## config.mk

```make
export PLATFORM = sky130hd
export DESIGN_NAME = uart_baud_gen
export DESIGN_NICKNAME = d
export VERILOG_FILES = /design/src/rtl/uart_pkg.sv /design/src/rtl/uart_baud_prescaler.sv /design/src/rtl/uart_baud_gen.sv
export SDC_FILE = /design/constraint.sdc
export NUM_CORES = 1
export LEC_CHECK = 0
export ABC_AREA = 1
export CAP_MARGIN = 10
export CORE_MARGIN = 2
export CORE_UTILIZATION = 30
export CTS_CLUSTER_DIAMETER = 40
export DETAILED_ROUTE_END_ITERATION = 8
export SLEW_MARGIN = 0
export SYNTH_ARGS = -nofsm -noshare
export SYNTH_HDL_FRONTEND = slang
export SYNTH_HIERARCHICAL = 1
export SYNTH_SLANG_ARGS = --single-unit
```

## constraint.sdc

```tcl
create_clock -name clock -period 12 [get_ports clock]
set_clock_uncertainty 0.15 [all_clocks]
set_input_delay 2.4 -clock clock [delete_from_list [all_inputs] [get_ports clock]]
set_output_delay 2.4 -clock clock [all_outputs]
set_load 0.02 [all_outputs]
```

## src/rtl/uart_pkg.sv

```systemverilog
// Shared definitions for the UART baud-rate generator: divisor type and default
// divisors for common baud rates at a 50 MHz system clock with x16 oversampling.
package uart_pkg;

    localparam int unsigned DIV_W_DEF  = 16;
    localparam int unsigned FRAC_W_DEF = 4;
    localparam int unsigned OVS_DEF    = 16;
    localparam int unsigned CLK_HZ_DEF = 50_000_000;

    // Integer + fractional divisor; the fraction is div_frac / 2^FRAC_W_DEF.
    typedef struct packed {
        logic [DIV_W_DEF-1:0]  div_int;
        logic [FRAC_W_DEF-1:0] div_frac;
    } baud_div_t;

    // 50 MHz / (baud * 16), fraction rounded to the nearest 1/16.
    localparam baud_div_t BAUD_2400  = '{div_int: 16'd1302, div_frac: 4'd1};
    localparam baud_div_t BAUD_4800  = '{div_int: 16'd651,  div_frac: 4'd1};
    localparam baud_div_t BAUD_9600  = '{div_int: 16'd325,  div_frac: 4'd8};
    localparam baud_div_t BAUD_19200 = '{div_int: 16'd162,  div_frac: 4'd12};

    // Divisor for an arbitrary clock/baud/oversampling triple, rounded to the
    // nearest fractional step. Intended for elaboration-time constants.
    function automatic baud_div_t calc_baud_div(input int unsigned clk_hz,
                                                input int unsigned baud,
                                                input int unsigned ovs);
        logic [63:0] den;
        logic [63:0] scaled;
        baud_div_t   div;
        den          = 64'(baud) * 64'(ovs);
        scaled       = ((64'(clk_hz) << FRAC_W_DEF) + (den >> 1)) / den;
        div.div_int  = DIV_W_DEF'(scaled >> FRAC_W_DEF);
        div.div_frac = FRAC_W_DEF'(scaled);
        return div;
    endfunction

endpackage

```

## src/rtl/uart_baud_prescaler.sv

```systemverilog
// Fractional prescaler: holds the active divisor, counts system clocks and flags
// the terminal cycle of each oversampling period. The fractional accumulator
// stretches one period by a single cycle whenever it overflows.
module uart_baud_prescaler
    import uart_pkg::*;
#(
    parameter int unsigned DIV_W    = DIV_W_DEF,
    parameter int unsigned FRAC_W   = FRAC_W_DEF,
    parameter int unsigned RST_INT  = 32'(BAUD_9600.div_int),
    parameter int unsigned RST_FRAC = 32'(BAUD_9600.div_frac)
) (
    input  logic              clock,
    input  logic              reset_n,
    input  logic              enable,
    input  logic              apply,
    input  logic [DIV_W-1:0]  apply_int,
    input  logic [FRAC_W-1:0] apply_frac,
    output logic              terminal,
    output logic              div_zero
);

    localparam logic [DIV_W-1:0]  ACT_INT_RST  = DIV_W'(RST_INT);
    localparam logic [FRAC_W-1:0] ACT_FRAC_RST = FRAC_W'(RST_FRAC);

    logic [DIV_W-1:0]  act_int_q, act_int_d;
    logic [FRAC_W-1:0] act_frac_q, act_frac_d;
    logic [DIV_W-1:0]  cnt_q, cnt_d;
    logic [FRAC_W-1:0] frac_acc_q, frac_acc_d;
    logic              carry_q, carry_d;
    logic [DIV_W:0]    term_cnt;
    logic [FRAC_W:0]   frac_sum;

    assign div_zero = (act_int_q == '0);

    // Last count of the current period; one cycle later when the previous
    // terminal overflowed the fractional accumulator.
    assign term_cnt = {1'b0, act_int_q} - (DIV_W + 1)'(1) + (DIV_W + 1)'(carry_q);
    assign terminal = enable && !div_zero && ({1'b0, cnt_q} == term_cnt);
    assign frac_sum = {1'b0, frac_acc_q} + {1'b0, act_frac_q};

    // Next-state for the period counter and fractional accumulator.
    always_comb begin
        cnt_d      = cnt_q;
        frac_acc_d = frac_acc_q;
        carry_d    = carry_q;
        if (!enable || div_zero) begin
            // Stopped or unusable divisor: hold everything at the start of a period.
            cnt_d      = '0;
            frac_acc_d = '0;
            carry_d    = 1'b0;
        end else if (terminal) begin
            cnt_d                 = '0;
            {carry_d, frac_acc_d} = frac_sum;
        end else begin
            cnt_d = cnt_q + DIV_W'(1);
        end
    end

    // Next-state for the active divisor; only a transfer from pending changes it.
    always_comb begin
        act_int_d  = act_int_q;
        act_frac_d = act_frac_q;
        if (apply) begin
            act_int_d  = apply_int;
            act_frac_d = apply_frac;
        end
    end

    // State registers.
    always_ff @(posedge clock or negedge reset_n) begin
        if (!reset_n) begin
            act_int_q  <= ACT_INT_RST;
            act_frac_q <= ACT_FRAC_RST;
            cnt_q      <= '0;
            frac_acc_q <= '0;
            carry_q    <= 1'b0;
        end else begin
            act_int_q  <= act_int_d;
            act_frac_q <= act_frac_d;
            cnt_q      <= cnt_d;
            frac_acc_q <= frac_acc_d;
            carry_q    <= carry_d;
        end
    end

endmodule

```

## src/rtl/uart_baud_gen.sv

```systemverilog
// Programmable fractional baud-rate generator. Produces a single-cycle
// oversampling tick (rx_tick) and a bit-rate tick (tx_tick, every OVS-th
// rx_tick) used as clock enables by the Rx/Tx engines. A new divisor is staged
// in a pending register and swapped in on a period boundary so no period is
// ever truncated while running.
module uart_baud_gen
    import uart_pkg::*;
#(
    parameter int unsigned DIV_W    = DIV_W_DEF,
    parameter int unsigned FRAC_W   = FRAC_W_DEF,
    parameter int unsigned OVS      = OVS_DEF,
    parameter int unsigned RST_INT  = 32'(BAUD_9600.div_int),
    parameter int unsigned RST_FRAC = 32'(BAUD_9600.div_frac)
) (
    input  logic              clock,
    input  logic              reset_n,
    input  logic              enable,
    input  logic [DIV_W-1:0]  div_int,
    input  logic [FRAC_W-1:0] div_frac,
    input  logic              div_load,
    output logic              rx_tick,
    output logic              tx_tick,
    output logic              load_done,
    output logic              cfg_err
);

    localparam int unsigned      OVS_W       = $clog2(OVS);
    localparam logic [OVS_W-1:0] OVS_LAST    = OVS_W'(OVS - 1);
    localparam logic             CFG_ERR_RST = (RST_INT == 0);

    logic [DIV_W-1:0]  pend_int_q, pend_int_d;
    logic [FRAC_W-1:0] pend_frac_q, pend_frac_d;
    logic              pend_valid_q, pend_valid_d;
    logic [OVS_W-1:0]  ovs_cnt_q, ovs_cnt_d;
    logic              rx_tick_q, rx_tick_d;
    logic              tx_tick_q, tx_tick_d;
    logic              load_done_q, load_done_d;
    logic              cfg_err_q, cfg_err_d;

    logic              terminal;
    logic              div_zero;
    logic              apply;

    // While running, the swap waits for a period boundary; when stopped or when
    // the active divisor is unusable there is no period to protect.
    assign apply = pend_valid_q && (!enable || div_zero || terminal);

    uart_baud_prescaler #(
        .DIV_W    (DIV_W),
        .FRAC_W   (FRAC_W),
        .RST_INT  (RST_INT),
        .RST_FRAC (RST_FRAC)
    ) u_prescaler (
        .clock      (clock),
        .reset_n    (reset_n),
        .enable     (enable),
        .apply      (apply),
        .apply_int  (pend_int_q),
        .apply_frac (pend_frac_q),
        .terminal   (terminal),
        .div_zero   (div_zero)
    );

    // Pending divisor: a new load always wins, even over a same-cycle transfer,
    // so a load landing on a terminal is kept for the following boundary.
    always_comb begin
        pend_int_d   = pend_int_q;
        pend_frac_d  = pend_frac_q;
        pend_valid_d = pend_valid_q;
        if (div_load) begin
            pend_int_d   = div_int;
            pend_frac_d  = div_frac;
            pend_valid_d = 1'b1;
        end else if (apply) begin
            pend_valid_d = 1'b0;
        end
    end

    // Oversampling phase: advances once per rx period, wraps after OVS periods.
    always_comb begin
        ovs_cnt_d = ovs_cnt_q;
        if (!enable) begin
            ovs_cnt_d = '0;
        end else if (terminal) begin
            ovs_cnt_d = (ovs_cnt_q == OVS_LAST) ? '0 : ovs_cnt_q + OVS_W'(1);
        end
    end

    // Output next-state; cfg_err tracks the divisor that becomes active.
    always_comb begin
        rx_tick_d   = terminal;
        tx_tick_d   = terminal && (ovs_cnt_q == OVS_LAST);
        load_done_d = apply;
        cfg_err_d   = cfg_err_q;
        if (apply) begin
            cfg_err_d = (pend_int_q == '0);
        end
    end

    // State and output registers.
    always_ff @(posedge clock or negedge reset_n) begin
        if (!reset_n) begin
            pend_int_q   <= '0;
            pend_frac_q  <= '0;
            pend_valid_q <= 1'b0;
            ovs_cnt_q    <= '0;
            rx_tick_q    <= 1'b0;
            tx_tick_q    <= 1'b0;
            load_done_q  <= 1'b0;
            cfg_err_q    <= CFG_ERR_RST;
        end else begin
            pend_int_q   <= pend_int_d;
            pend_frac_q  <= pend_frac_d;
            pend_valid_q <= pend_valid_d;
            ovs_cnt_q    <= ovs_cnt_d;
            rx_tick_q    <= rx_tick_d;
            tx_tick_q    <= tx_tick_d;
            load_done_q  <= load_done_d;
            cfg_err_q    <= cfg_err_d;
        end
    end

    assign rx_tick   = rx_tick_q;
    assign tx_tick   = tx_tick_q;
    assign load_done = load_done_q;
    assign cfg_err   = cfg_err_q;

    // A bit-rate tick is always one of the oversampling ticks.
    tx_on_rx: assert property (@(posedge clock) disable iff (!reset_n) tx_tick |-> rx_tick);

endmodule
```

==> results of run 1 <==
## through the flow
step                      hold slack (ns)  total power, mW  setup slack (ns)
final                               0.320            0.665              6.50
after global routing                0.364            0.702              6.18
after CTS                           0.327            0.670              6.50
after detailed placement            0.311            0.401              6.17
after global placement              0.309            0.398              6.34
after floorplan                     0.286            0.364              7.25
## worst max-delay path: cells and delay by family
family / cells / cell delay (ns)
buffers and inverters: 5 / 1.32
muxes: 1 / 0.39
and+or+nand+nor: 4 / 1.44
## cell type report
| class | count | area (um^2) | share of cell area, % |
|---|---|---|---|
| Multi-Input combinational cell | 383 | 1980 | 42.3 |
| Sequential cell | 70 | 1760 | 37.6 |
| Timing Repair Buffer | 28 | 273 | 5.83 |
| Clock buffer | 9 | 225 | 4.81 |
| Tap cell | 172 | 215 | 4.60 |
| Inverter | 42 | 158 | 3.37 |
| Clock inverter | 7 | 72.6 | 1.55 |
## state kept, by name (all words and copies together), names as in the netlist, 4 cells and up
register,count
ovs_cnt_q,4
pend_frac_q,4
pend_int_q,16
u_prescaler/act_frac_q,4
u_prescaler/act_int_q,16
u_prescaler/cnt_q,16
u_prescaler/frac_acc_q,4
## cell families (layout without fill, tap and decap cells)
logic type / count (synthesis) / after routing / synth area share (%)
adder cells (fa/ha/maj): 9 / 9 / 3.04
flip-flops: 70 / 70 / 44.5
AND/OR/NAND/NOR: 317 / 317 / 35.7
XOR/XNOR: 22 / 22 / 4.87
AO/OA/AOI/OAI: 23 / 23 / 2.98
multiplexers: 12 / 12 / 3.42
buffers and inverters: 52 / 86 / 5.51
## how the worst max path moves through the flow
stage / from / to / slack, ns / cells after the start
after floorplan: enable / u_prescaler/act_frac_q[0] / 7.25 / 11
final: enable / u_prescaler/act_int_q[15] / 6.50 / 10
after global routing: enable / u_prescaler/act_int_q[15] / 6.18 / 10
after CTS: enable / u_prescaler/act_int_q[15] / 6.50 / 10
after global placement: enable / u_prescaler/act_int_q[12] / 6.34 / 10
after detailed placement: enable / u_prescaler/act_int_q[11] / 6.17 / 10
## cell usage after synthesis (2+ instances only)
master and n:
sky130_fd_sc_hd__ha_1 8, sky130_fd_sc_hd__clkbuf_1 4, sky130_fd_sc_hd__nor2_2 13, sky130_fd_sc_hd__nand2_2 6, sky130_fd_sc_hd__nand3_1 37, sky130_fd_sc_hd__buf_2 4, sky130_fd_sc_hd__inv_1 40, sky130_fd_sc_hd__nand2_1 169
sky130_fd_sc_hd__dfrtp_1 65, sky130_fd_sc_hd__nor3b_1 2, sky130_fd_sc_hd__nor4_1 2, sky130_fd_sc_hd__mux2_2 12, sky130_fd_sc_hd__nor2_1 58, sky130_fd_sc_hd__nor3_1 3, sky130_fd_sc_hd__nand3b_1 4, sky130_fd_sc_hd__a21oi_1 5
sky130_fd_sc_hd__nand4_1 13, sky130_fd_sc_hd__nor2_4 4, sky130_fd_sc_hd__nand2_4 2, sky130_fd_sc_hd__xnor2_1 6, sky130_fd_sc_hd__o21ai_0 17, sky130_fd_sc_hd__inv_2 2, sky130_fd_sc_hd__xor2_1 16, sky130_fd_sc_hd__dfstp_2 5
## report_power, final
group	switching, mW	internal [mW]
combinational	0.0733	0.0468
sequential	0.0204	0.257
clock	0.106	0.161
## metal layers
layer / GRT usage, % / share of wire (%) / wire length, um / vias up
met2: 20.0 / 43 / 3750 / 65
met3: 3.14 / 4.5 / 387 / 10
met1: 17.8 / 50 / 4340 / 1474
met5: 0 / 0 / 0 / -
met4: 4.39 / 1.9 / 165 / 0
li1: - / - / - / 1662
==> qor.log, run 1 <==
[route] DRC 0
[synthesis] number of distinct standard cells referenced by the synthesized netlist 32
[route] ratio of routed vias to standard cells 4.52
[critical_path] data required time at the worst endpoint 12.06 ns
[critical_path] stage delay of the slowest cell on the critical path 0.64 ns
[hold_path] worst hold stages 2
[timing] Least-Margin Pin Slew 0.870 ns
[route] Via Count 3211
[grt] number of global-route vias before repair 3166
[clock_tree] clock latency reported for the late side of the worst-skew pair 0.33 ns
[power_and_ir_drop] Pleak 2.23 nW
[synthesis] Yosys top cell area share 41.2%
[timing] number of failing setup endpoints in the final timing report 0
[synthesis] top flip-flop cell by instance count after synthesis sky130_fd_sc_hd__dfrtp_1
[critical_path] Worst Reg-to-Reg Cells 15
[synthesis] net count of the mapped netlist 538
[route] mean routed wirelength per cell 12.2 um
[die] die area 0.0141 mm^2
[final_layout] layout overhead on the synthesized area 18.4%
[synthesis] top cell type by total area after synthesis sky130_fd_sc_hd__dfrtp_1
[synthesis] cell count after synthesis 505
[grt] remaining global-route overflow 0
[place] RePlAce Congestion 0.882
[grt] maximum number of pins on one net before global-route repair 71
[critical_path] Crit Reg-Reg Endpoint u_prescaler/act_int_q[15]
[clock_tree] setup bufs post-CTS 0
[critical_path] startpoint type of the worst setup path input pin
[place] post-placement cell area 0.00438 mm^2
[synthesis] register bit total from synthesis 70
[clock_tree] number of buffers inserted during clock tree synthesis 9
[timing] final hold violation count 0
[final_layout] most common library cell in the layout ignoring fill and taps sky130_fd_sc_hd__nand2_1
[die] initial standard-cell utilization of the core 31.1%
[critical_path] setup slack on the worst flop-to-flop path 8.05 ns
[timing] time the final worst path needs with I/O delays and setup 5.50 ns
[final_layout] share of layout cells above drive strength 1 12.1%
[final_layout] number of nets at the end of the flow 567
[clock_tree] TritonCTS clock tree done
[final_layout] Antenna Diode Count 0
[critical_path] worst setup path category in -> reg
[critical_path] series of cell instances along the critical path clkdlybuf4s50_1 -> inv_1 -> nor2_1 -> inv_1 -> nor3_1 -> inv_2 -> nand3b_2 -> nand2_2 -> inv_2 -> mux2_2
[clock_tree] clock tree buffer depth 2
[clock_tree] count of instances resized after the clock tree is built 0
[grt] antenna violations before repair 0
[synthesis] Post-synth ARST share 100%
[die] width of the die 119 um
[route] wirelength, routed 8640 um
[synthesis] Yosys warning count 6
[power_and_ir_drop] highest ir drop seen on vdd 52.2 uV
[critical_path] critical path peak fanout 30
[grt] total routing usage reported by global routing 13.0%
[final_layout] final core utilization 36.8%
[die] Placement Rows 41
[timing] final cycle utilization of the critical path 45.9%
[final_layout] fin cells 711
[hold_path] HP Class reg -> reg
[timing] number of pins with negative max-slew slack in the final report 0
[synthesis] post-synthesis area per instance 7.83 um^2
[die] core area 0.0127 mm^2
[job] count of max-cap constraint violations 0
[clock_tree] count of hold-fix buffers inserted at cts 0
[route] number of detailed-route iterations in the first pass 4
[critical_path] worst-path cell with the longest stage delay sky130_fd_sc_hd__clkdlybuf4s50_1
[hold_path] worst hold start pend_frac_q[1]
[route] number of DRC markers after the initial detailed-route iteration 219
[clock_tree] root buffer cell sky130_fd_sc_hd__clkbuf_16
[final_layout] top library cells by usage in the layout, fill and taps aside sky130_fd_sc_hd__nand2_1 (169), sky130_fd_sc_hd__dfrtp_1 (65), sky130_fd_sc_hd__nor2_1 (58)
[timing] setup TNS 0 ns
[clock_tree] total number of clock tree sinks 70
[run_status] run status finished clean
[die] count of boundary I/O pins 28
[die] height of the die 119 um
[synthesis] EDFF count, synth 0
[synthesis] sequential area share after synthesis 44.5%
[critical_path] launch instance of the worst register-to-register path u_prescaler/act_int_q[0]
[grt] first-pass GRT wire length 14800 um
[final_layout] area of all placed cells without fillers 0.00468 mm^2
[clock_tree] clock slew at the register clock pins of the worst setup and hold paths 0.06 ns
[final_layout] number of fill cells 1343
[route] number of routed nets with antenna violations 0
[timing] RSZ-0062 raised after global routing no
[place] placed cell count 695
[critical_path] Worst setup EP type register
[power_and_ir_drop] Pwr Density 142 mW/mm^2
[hold_path] hold-critical path endpoint pend_frac_q[1]
[synthesis] netlist area before placement 0.00395 mm^2
[timing] max-slew headroom at the worst pin 42.0%
[clock_tree] H-tree level count 3
[place] input/output buffers 27
[place] Detailed Place HPWL 6420 um
[timing] Fmax achieved 182 MHz
[synthesis] cells taking the most area after synthesis sky130_fd_sc_hd__dfrtp_1 (41%), sky130_fd_sc_hd__nand2_1 (16%), sky130_fd_sc_hd__nor2_1 (5.5%), sky130_fd_sc_hd__nand3_1 (4.7%), sky130_fd_sc_hd__inv_1 (3.8%)
[critical_path] data arrival time of the critical path 5.56 ns
(Power assumes the default switching activity.)
==> inputs of run 2 (changes only) <==
==> constraint.sdc (replaced) <==
create_clock -name clock -period 5.5 [get_ports clock]
set_clock_uncertainty 0.15 [all_clocks]
set_input_delay 1.1 -clock clock [delete_from_list [all_inputs] [get_ports clock]]
set_output_delay 1.1 -clock clock [all_outputs]
set_load 0.02 [all_outputs]
==> run 2 against run 1 <==
Net effect:
- design area up 0.70%
- first-iteration DRC count down 29%
- via count down 1.6%
- count of clock-buffer cells in the layout up 1
- critical path depth up 5
- clock power up 130%
- cell count up 0.14%
- global-route usage up 0.13 points
- routed wire length about the same
- largest cell class unchanged
==> qor.log, run 2 (synthesized netlist as in run 1, its figures left out) <==
[run_status] run status finished clean
[power_and_ir_drop] Pwr Density 317 mW/mm^2 [+120%]
[final_layout] top library cells by usage in the layout, fill and taps aside sky130_fd_sc_hd__nand2_1 (169), sky130_fd_sc_hd__dfrtp_1 (65), sky130_fd_sc_hd__nor2_1 (58)
[place] placed cell count 696 [+0.14%]
[timing] Hold WS 0.320 ns [-0.000463 ns]
[die] die area 0.0141 mm^2 [unchanged]
[place] input/output buffers 27 [unchanged]
[die] Placement Rows 41 [unchanged]
[critical_path] series of cell instances along the critical path inv_1 -> ha_1 -> ha_1 -> or2_2 -> nand3_1 -> nor3b_1 -> nand3_1 -> nor2_1 -> nand3_1 -> nor3_1 -> inv_2 -> nand3b_2 -> nand2_2 -> inv_2 -> mux2_2
[clock_tree] count of hold-fix buffers inserted at cts 0 [unchanged]
[grt] number of global-route vias before repair 3096 [-2.2%]
[die] core area 0.0127 mm^2 [unchanged]
[critical_path] launch instance of the worst register-to-register path u_prescaler/act_int_q[0]
[clock_tree] clock latency reported for the late side of the worst-skew pair 0.33 ns [about the same]
[die] width of the die 119 um [unchanged]
[final_layout] fin cells 712 [+0.14%]
[die] initial standard-cell utilization of the core 31.1% [unchanged]
[critical_path] worst-path cell with the longest stage delay sky130_fd_sc_hd__nor3_1
[clock_tree] number of buffers inserted during clock tree synthesis 9 [unchanged]
[final_layout] number of fill cells 1354 [+0.82%]
[timing] final hold violation count 0 [unchanged]
[die] count of boundary I/O pins 28 [unchanged]
[die] height of the die 119 um [unchanged]
[route] Via Count 3160 [-1.6%]
[timing] final cycle utilization of the critical path 70.2%
[hold_path] worst hold start pend_frac_q[2]
[route] number of detailed-route iterations in the first pass 4 [unchanged]
[grt] antenna violations before repair 0 [unchanged]
[grt] total routing usage reported by global routing 13.1% [+0.13 points]
[route] mean routed wirelength per cell 12.1 um [about the same]
[critical_path] data arrival time of the critical path 3.92 ns [-1.64 ns]
[final_layout] Antenna Diode Count 0 [unchanged]
[clock_tree] H-tree level count 3 [unchanged]
[timing] Fmax achieved 259 MHz
[timing] number of failing setup endpoints in the final timing report 0 [unchanged]
[critical_path] Critical Path Stages 15 [+5]
[route] DRC 0 [unchanged]
[final_layout] area occupied by multi-input gates 0.00198 mm^2 [unchanged]
[timing] RSZ-0062 raised after global routing no
[final_layout] sequential cell area in the final layout 0.00176 mm^2 [unchanged]
[clock_tree] clock slew at the register clock pins of the worst setup and hold paths 0.06 ns [about the same]
[clock_tree] root buffer cell sky130_fd_sc_hd__clkbuf_16
[critical_path] number of buffer and inverter stages on the critical path 3 [-2]
[hold_path] worst hold stages 2 [unchanged]
[timing] number of pins with negative max-slew slack in the final report 0 [unchanged]
[critical_path] critical path peak fanout 30 [unchanged]
[final_layout] layout overhead on the synthesized area 19.2%
[final_layout] number of nets at the end of the flow 568 [+0.18%]
[critical_path] Worst Reg-to-Reg Cells 15 [unchanged]
[timing] max-slew headroom at the worst pin 49.9% [+7.9 points]
[critical_path] delay-heaviest family, CP simple AND/OR/NAND/NOR gates
[place] Detailed Place HPWL 6560 um [+2.2%]
[final_layout] registers with the most flip-flops pend_int_q (16), u_prescaler/act_int_q (16), u_prescaler/cnt_q (16)
[power_and_ir_drop] Pleak 2.24 nW [+0.73%]
[clock_tree] clock tree buffer depth 2 [unchanged]
[critical_path] first element of the critical path u_prescaler/act_int_q[0]
[grt] first-pass GRT wire length 15100 um [+1.5%]
[grt] remaining global-route overflow 0 [unchanged]
[grt] maximum number of pins on one net before global-route repair 40 [-44%]
[clock_tree] TritonCTS clock tree done
[critical_path] stage delay of the slowest cell on the critical path 0.58 ns [-0.06 ns]
[critical_path] startpoint type of the worst setup path register
[place] RePlAce Congestion 0.917 [+3.9%]
[clock_tree] total number of clock tree sinks 70 [unchanged]
[timing] setup TNS 0 ns [unchanged]
[timing] Least-Margin Pin Slew 0.751 ns [-0.119 ns]
[route] ratio of routed vias to standard cells 4.44 [-1.7%]
[route] number of routed nets with antenna violations 0 [unchanged]
[critical_path] Worst setup EP type register
[power_and_ir_drop] highest ir drop seen on vdd 124 uV [+140%]
[critical_path] worst setup path category reg -> reg
[timing] time the final worst path needs with I/O delays and setup 3.86 ns
[critical_path] data required time at the worst endpoint 5.56 ns [-6.50 ns]
[route] wirelength, routed 8650 um [about the same]
[route] number of DRC markers after the initial detailed-route iteration 156 [-29%]
[clock_tree] count of instances resized after the clock tree is built 0 [unchanged]
[timing] post-layout worst setup margin 1.64 ns [-4.86 ns]
[job] count of max-cap constraint violations 0 [unchanged]
[final_layout] most common library cell in the layout ignoring fill and taps sky130_fd_sc_hd__nand2_1
[hold_path] HP Class reg -> reg
[clock_tree] setup bufs post-CTS 0 [unchanged]
[critical_path] cell type with the highest occurrence count on the critical path sky130_fd_sc_hd__nand3_1
[place] pre-CTS setup slack 1.37 ns [-4.80 ns]
[final_layout] share of layout cells above drive strength 1 12.0% [-0.022 points]
## run 2: worst paths after layout
kind	endpoint	slack [ns]
max	u_prescaler/act_int_q[13]	1.64
min	pend_frac_q[2]	0.32
max reg2reg	u_prescaler/act_int_q[13]	1.64
min reg2reg	pend_frac_q[2]	0.32
max in group asynchronous	u_prescaler/act_int_q[8]	3.52
min in group asynchronous	u_prescaler/cnt_q[11]	0.69
## run 2: cell type report
class                      count  share of cell area [%]
multi-input combinational    383                    42.0
sequential                    70                    37.3
timing repair buffer          29                    5.95
clock buffer                  10                    4.86
tap                          172                    4.57
inverter                      42                    3.35
clock inverter                 6                    1.99
## run 2: through the flow
step	util, %	power (mW)	instance area (um^2)
floorplan	-	0.795	3950
global placement	34.5	0.870	4390
detailed placement	34.5	0.877	4390
CTS	37.0	1.51	4710
global route	37.0	1.58	4710
finish	37.0	1.49	4710
## run 2: per-layer routing
metal / share of wire (%) / track usage (%) / vias up
met1: 52 / 18.8 / 1436
li1: - / - / 1670
met5: 0 / 0 / -
met3: 4.2 / 2.22 / 5
met4: 0.67 / 3.57 / 0
met2: 43 / 20.3 / 49
## run 2: report_power, final
part / switching [mW] / internal (mW)
Clock: 0.225 / 0.400
Combinational: 0.159 / 0.103
Sequential: 0.0455 / 0.561
Total: 0.429 / 1.06
## run 2: tightest hold or removal path, stage by stage, from the launching register on
cell                      delay, ns
sky130_fd_sc_hd__dfrtp_1       0.34
sky130_fd_sc_hd__nand2_1       0.05
sky130_fd_sc_hd__nand2_1       0.04
==> variant 1: new RTL, settings of run 2 <==
Set the package constant `DIV_W_DEF` to 20 (it was 16).
--- a/src/rtl/uart_pkg.sv
+++ b/src/rtl/uart_pkg.sv
@@ -2,7 +2,7 @@
 // divisors for common baud rates at a 50 MHz system clock with x16 oversampling.
 package uart_pkg;
 
-    localparam int unsigned DIV_W_DEF  = 16;
+    localparam int unsigned DIV_W_DEF  = 20;
     localparam int unsigned FRAC_W_DEF = 4;
     localparam int unsigned OVS_DEF    = 16;
     localparam int unsigned CLK_HZ_DEF = 50_000_000;
Interface: changed (resized div_int); port bits go from 28 to 32. No check against the original RTL was run, so the function may have changed too.
==> variant 1 against run 2 <==
Synthesized area increased by 20%; power increased by 8.8%; worst setup slack got worse by 80 ps; sequential cell count increased by 12; routed wire length increased by 29%; largest cell class unchanged; core utilization decreased by 0.90 points; first-iteration DRC count increased by 10%; cell area increased by 17%; sequential share of layout area decreased by 0.12 points; via count increased by 24%.
==> variant 1: results (changes against run 2) <==
biggest regs=pend_int_q x20, u_prescaler/act_int_q x20, u_prescaler/cnt_q x20; Worst Hold Class=flip-flop to flip-flop; Detail Route met2 WL=4.91 mm (+32%); Reg clk slew, reported paths=60 ps (about the same); 1st-iter DRT viols=172 (+10%); Async S/R FF share, synth=100% (unchanged); critical path fanouts, max=28 (-6.7%); largest net degree at the start of global routing=59 (+48%); layout cells sized above 1=8.73% (-3.3 points); Avg WL per Cell=12.6 um (+3.4%); Ys Warns=6 (unchanged); initial antenna violation count=0 (unchanged); global-route wire length before repair=19.3 mm (+28%); final net count=708 (+25%); vias post-DR=3,909 (+24%); wire length on met3=265 um (-27%); top cells by area, synth=dfrtp_1 41%, nand2_1 18%, nor2_1 6.5%, inv_1 4.8%, nand3_1 4.7%; status=completed; met2 Use GR=23.1% (+2.9 points); Switching Share=30.6% (+1.9 points); Critical Path AT=4020 ps (+100 ps); Port-buffer cells=31 (+15%); CTS H-tree depth=3 (unchanged); routability-driven placement congestion ratio=0.918 (+0.19%); total global-route track usage=14.8% (+1.7 points); Post-Synth Adder-Cell Area=2.54% (-0.50 points); Worst Tran Pin Value=955 ps (+204 ps); r2r setup slk=1560 ps (-80 ps); Pleak=2.67 nW (+19%); clk_lat worst skew=340 ps; Commonest cells post-synth=226 x nand2_1, 82 x nor2_1, 77 x dfrtp_1, 61 x inv_1, 44 x nand3_1; met1 WL=5.63 mm (+25%); multiplexer share of the synthesized area=2.62% (-0.80 points); xor/xnor share of the synthesized area=5.00% (+0.13 points); syn nets=676 (+26%); Peak VDD IR=0.000145 V (+16%); sequential fraction of the synthesis area=43.6% (-0.92 points); met3 Usage GRT=2.02% (-0.20 points); GRT met1 Usage=20.1% (+1.2 points); drt first pass iters=4 (unchanged); HPWL Detailed=8.60 mm (+31%); # fillers=1,694 (+25%); Compound-Gate Fraction of Synth Area=3.55% (+0.57 points)
-- variant 1: cell count changes after synthesis, sizes merged, moves of 8 or more --
cell   change
dfrtp     +12
inv       +22
nand2     +53
nand3      +8
nor2      +25
o21ai     +10
-- variant 1: through the flow --
step           worst slack (ps)  hold WS [ps]  cells  instance area (um^2)  util (%)
2_1_floorplan              1910           286    639                  4730         -
3_3_place_gp               1620           312    871                  5240      34.2
3_5_place_dp               1540           312    871                  5240      34.2
4_1_cts                    1520           330    887                  5530      36.1
5_1_grt                    1040           354    887                  5530      36.1
6_report                   1560           325    887                  5530      36.1
-- variant 1: power groups by stage --
| stage | clock network (mW) | logic (mW) | registers [mW] |
|---|---|---|---|
| after CTS | 0.616 | 0.326 | 0.706 |
| after floorplan | 0 | 0.232 | 0.701 |
| after global routing | 0.632 | 0.375 | 0.713 |
| after detailed placement | 0 | 0.325 | 0.717 |
| final | 0.595 | 0.323 | 0.707 |
| after global placement | 0 | 0.323 | 0.716 |
-- variant 1: worst max-delay path, cell delays in order (launching register included) --
cell and delay, ps:
dfstp_2 510, inv_1 60, ha_1 240, ha_1 300
nand2_1 70, inv_1 30, nor2_1 110, nand3_1 90
nor2_1 120, nand3_1 90, nor2_1 90, nand2_1 70
nor2_2 120, nand3_4 130, nor2_1 330, inv_2 90
nand3_2 70, nand2_2 80, inv_1 640, mux2_2 410
-- variant 1: cell families after synthesis --
kind of cell	after synthesis
simple gates	401
flops	82
buf+inv	76
compound gates	33
xor+xnor	27
mux	11
fa+ha+maj	9
-- variant 1: layout make-up --
| type | count | share of cell area (%) |
|---|---|---|
| Clock buffer | 12 | 4.27 |
| Clock inverter | 4 | 0.950 |
| Inverter | 64 | 4.34 |
| Multi-Input combinational cell | 481 | 42.6 |
| Sequential cell | 82 | 37.2 |
| Tap cell | 211 | 4.77 |
| Timing Repair Buffer | 33 | 5.83 |
-- variant 1: path summary, 6_finish.rpt --
| check | to | startpoint | cells past startpoint |
|---|---|---|---|
| worst max-delay path | u_prescaler/act_int_q[11]$_DFFE_PN0P_ | u_prescaler/act_int_q[0]$_DFFE_PN1P_ | 19 |
| worst min-delay path | pend_frac_q[2]$_DFFE_PN0P_ | pend_frac_q[2]$_DFFE_PN0P_ | 2 |
| worst max register to register | u_prescaler/act_int_q[11]$_DFFE_PN0P_ | u_prescaler/act_int_q[0]$_DFFE_PN1P_ | 19 |
| worst min register to register | pend_frac_q[2]$_DFFE_PN0P_ | pend_frac_q[2]$_DFFE_PN0P_ | 2 |
| max in group asynchronous | pend_int_q[8]$_DFFE_PN0P_ | reset_n | 2 |
| min in group asynchronous | ovs_cnt_q[3]$_DFFE_PN0P_ | reset_n | 1 |
==> variant 2: new RTL, flow settings as in run 2 <==
Without the edit above. Register the output `cfg_err` once more, with the module's reset; this adds one clock of latency there. The other outputs are not delayed to match.
--- a/src/rtl/uart_baud_gen.sv
+++ b/src/rtl/uart_baud_gen.sv
@@ -123,7 +123,13 @@
     assign rx_tick   = rx_tick_q;
     assign tx_tick   = tx_tick_q;
     assign load_done = load_done_q;
-    assign cfg_err   = cfg_err_q;
+    always_ff @(posedge clock or negedge reset_n) begin
+        if (!reset_n) begin
+            cfg_err <= '0;
+        end else begin
+            cfg_err <= cfg_err_q;
+        end
+    end
 
     // A bit-rate tick is always one of the oversampling ticks.
     tx_on_rx: assert property (@(posedge clock) disable iff (!reset_n) tx_tick |-> rx_tick);
Function: changed (Yosys sat finds a counterexample within 4 cycles, from zero or initial values and one cycle with reset_n low).
==> variant 2 against run 2 <==
Via count grew 0.92%; power grew 0.82%; cell area grew 0.80%; routed wire length is essentially flat; sequential cell count grew 1; worst setup slack lost 43 ps; synthesized area grew 0.63%; global-route usage grew 0.27 points.
==> variant 2: results (changes against run 2) <==
DP Cell Count=701 (+0.72%); # fillers=1,386 (+2.4%); syn nets=539 (+0.19%); critical path data required time=5560 ps (about the same); 1st-iter DRT viols=152 (-2.6%); post-synthesis cell count=506 (+0.20%); r2r setup slk=1590 ps (-40 ps); Critical Path AT=3970 ps (+50 ps); routability-driven placement congestion ratio=0.879 (-4.1%); Final Non-Filler Cells=717 (+0.70%); status=completed; Commonest cells post-synth=169 x nand2_1, 66 x dfrtp_1, 58 x nor2_1, 40 x inv_1, 37 x nand3_1; Async S/R FF share, synth=100% (unchanged); Reg clk slew, reported paths=60 ps (about the same); library cells used by synthesis=32 (unchanged); drt total wl=8.65 mm (about the same); relative slew slack=50.4% (+0.50 points); layout cells sized above 1=12.2% (+0.16 points); global-route wire length before repair=15.2 mm (+0.64%); Worst Hold Class=flip-flop to flip-flop; post-cts sizing count=0 (unchanged); largest net degree at the start of global routing=40 (unchanged); Power Internal=1.08 mW (+1.7%); Pleak=2.27 nW (+1.1%); Peak VDD IR=0.000158 V (+27%); final net count=569 (+0.18%); CP max stage delay=530 ps (-50 ps); clk_lat worst skew=330 ps (about the same); sequential fraction of the synthesis area=44.8% (+0.35 points); HPWL Detailed=6.62 mm (+1.0%); total CTS buffers=9 (unchanged); drt first pass iters=5 (+1); CTS H-tree depth=3 (unchanged); vias post-DR=3,189 (+0.92%); top cells by area, synth=dfrtp_1 42%, nand2_1 16%, nor2_1 5.5%, nand3_1 4.7%, inv_1 3.8%; biggest regs=pend_int_q x16, u_prescaler/act_int_q x16, u_prescaler/cnt_q x16; total global-route track usage=13.4% (+0.27 points); pre-CTS setup slack=1370 ps (-2.25 ps)
==> variant 2: cell types whose count changed in the layout (fill, tap and decap cells not counted), sizes merged <==
cell	delta
dfrtp	+1
clkinv	+1
clkinvlp	-1
==> variant 2: routing by layer <==
metal  GRT usage (%)  up-vias  wire [um]
li1                -     1662          -
met3            3.35       10        365
met4            4.32        0        125
met1            17.8     1467       4300
met2            21.3       50       3860
met5               0        -          0
==> variant 2: power by group through the flow <==
stage	Sequential (mW)	Combinational (mW)	Clock (mW)
finish	0.612	0.261	0.632
floorplan	0.608	0.195	0
global route	0.618	0.303	0.671
global placement	0.620	0.257	0
detailed placement	0.621	0.263	0
CTS	0.612	0.264	0.649
==> variant 2: area by class of cell <==
| type | instances | area share, % |
|---|---|---|
| multi-input combinational | 383 | 41.6 |
| clock inverter | 6 | 1.92 |
| timing repair buffer | 29 | 5.90 |
| clock buffer | 10 | 5.03 |
| tap | 176 | 4.64 |
| sequential | 71 | 37.5 |
| inverter | 42 | 3.32 |
==> variant 2: per-stage QoR <==
step | hold slack (ps) | util, % | power [mW] | instance area [um^2]
floorplan | 204 | - | 0.803 | 3980
global placement | 262 | 33.8 | 0.878 | 4420
detailed placement | 236 | 33.8 | 0.884 | 4420
CTS | 262 | 36.3 | 1.52 | 4750
global route | 285 | 36.3 | 1.59 | 4750
finish | 255 | 36.3 | 1.51 | 4750
==> variant 2: worst paths after layout <==
kind                                                      startpoint                                    end  cells past startpoint
worst max-delay path            u_prescaler/act_int_q[0]$_DFFE_PN1P_  u_prescaler/act_int_q[15]$_DFFE_PN0P_                     15
worst max register to register  u_prescaler/act_int_q[0]$_DFFE_PN1P_  u_prescaler/act_int_q[15]$_DFFE_PN0P_                     15
worst min register to register                 cfg_err_q$_DFFE_PN0P_                      cfg_err$_DFF_PN0_                      0
worst min-delay path                           cfg_err_q$_DFFE_PN0P_                      cfg_err$_DFF_PN0_                      0
max in group asynchronous                                    reset_n   u_prescaler/act_int_q[2]$_DFFE_PN1P_                      2
min in group asynchronous                                    reset_n        u_prescaler/cnt_q[10]$_DFF_PN0_                      1
==> variant 2: kinds of logic (layout without fill, tap and decap cells) <==
| family | after synthesis | count (layout) | share of synthesized area (%) |
|---|---|---|---|
| multiplexers | 12 | 12 | 3.40 |
| buffers and inverters | 52 | 87 | 5.47 |
| XOR/XNOR | 22 | 22 | 4.84 |
| flip-flops | 71 | 71 | 44.8 |
| adder cells (fa/ha/maj) | 9 | 9 | 3.02 |
| AO/OA/AOI/OAI | 23 | 23 | 2.96 |
| AND/OR/NAND/NOR | 317 | 317 | 35.5 |
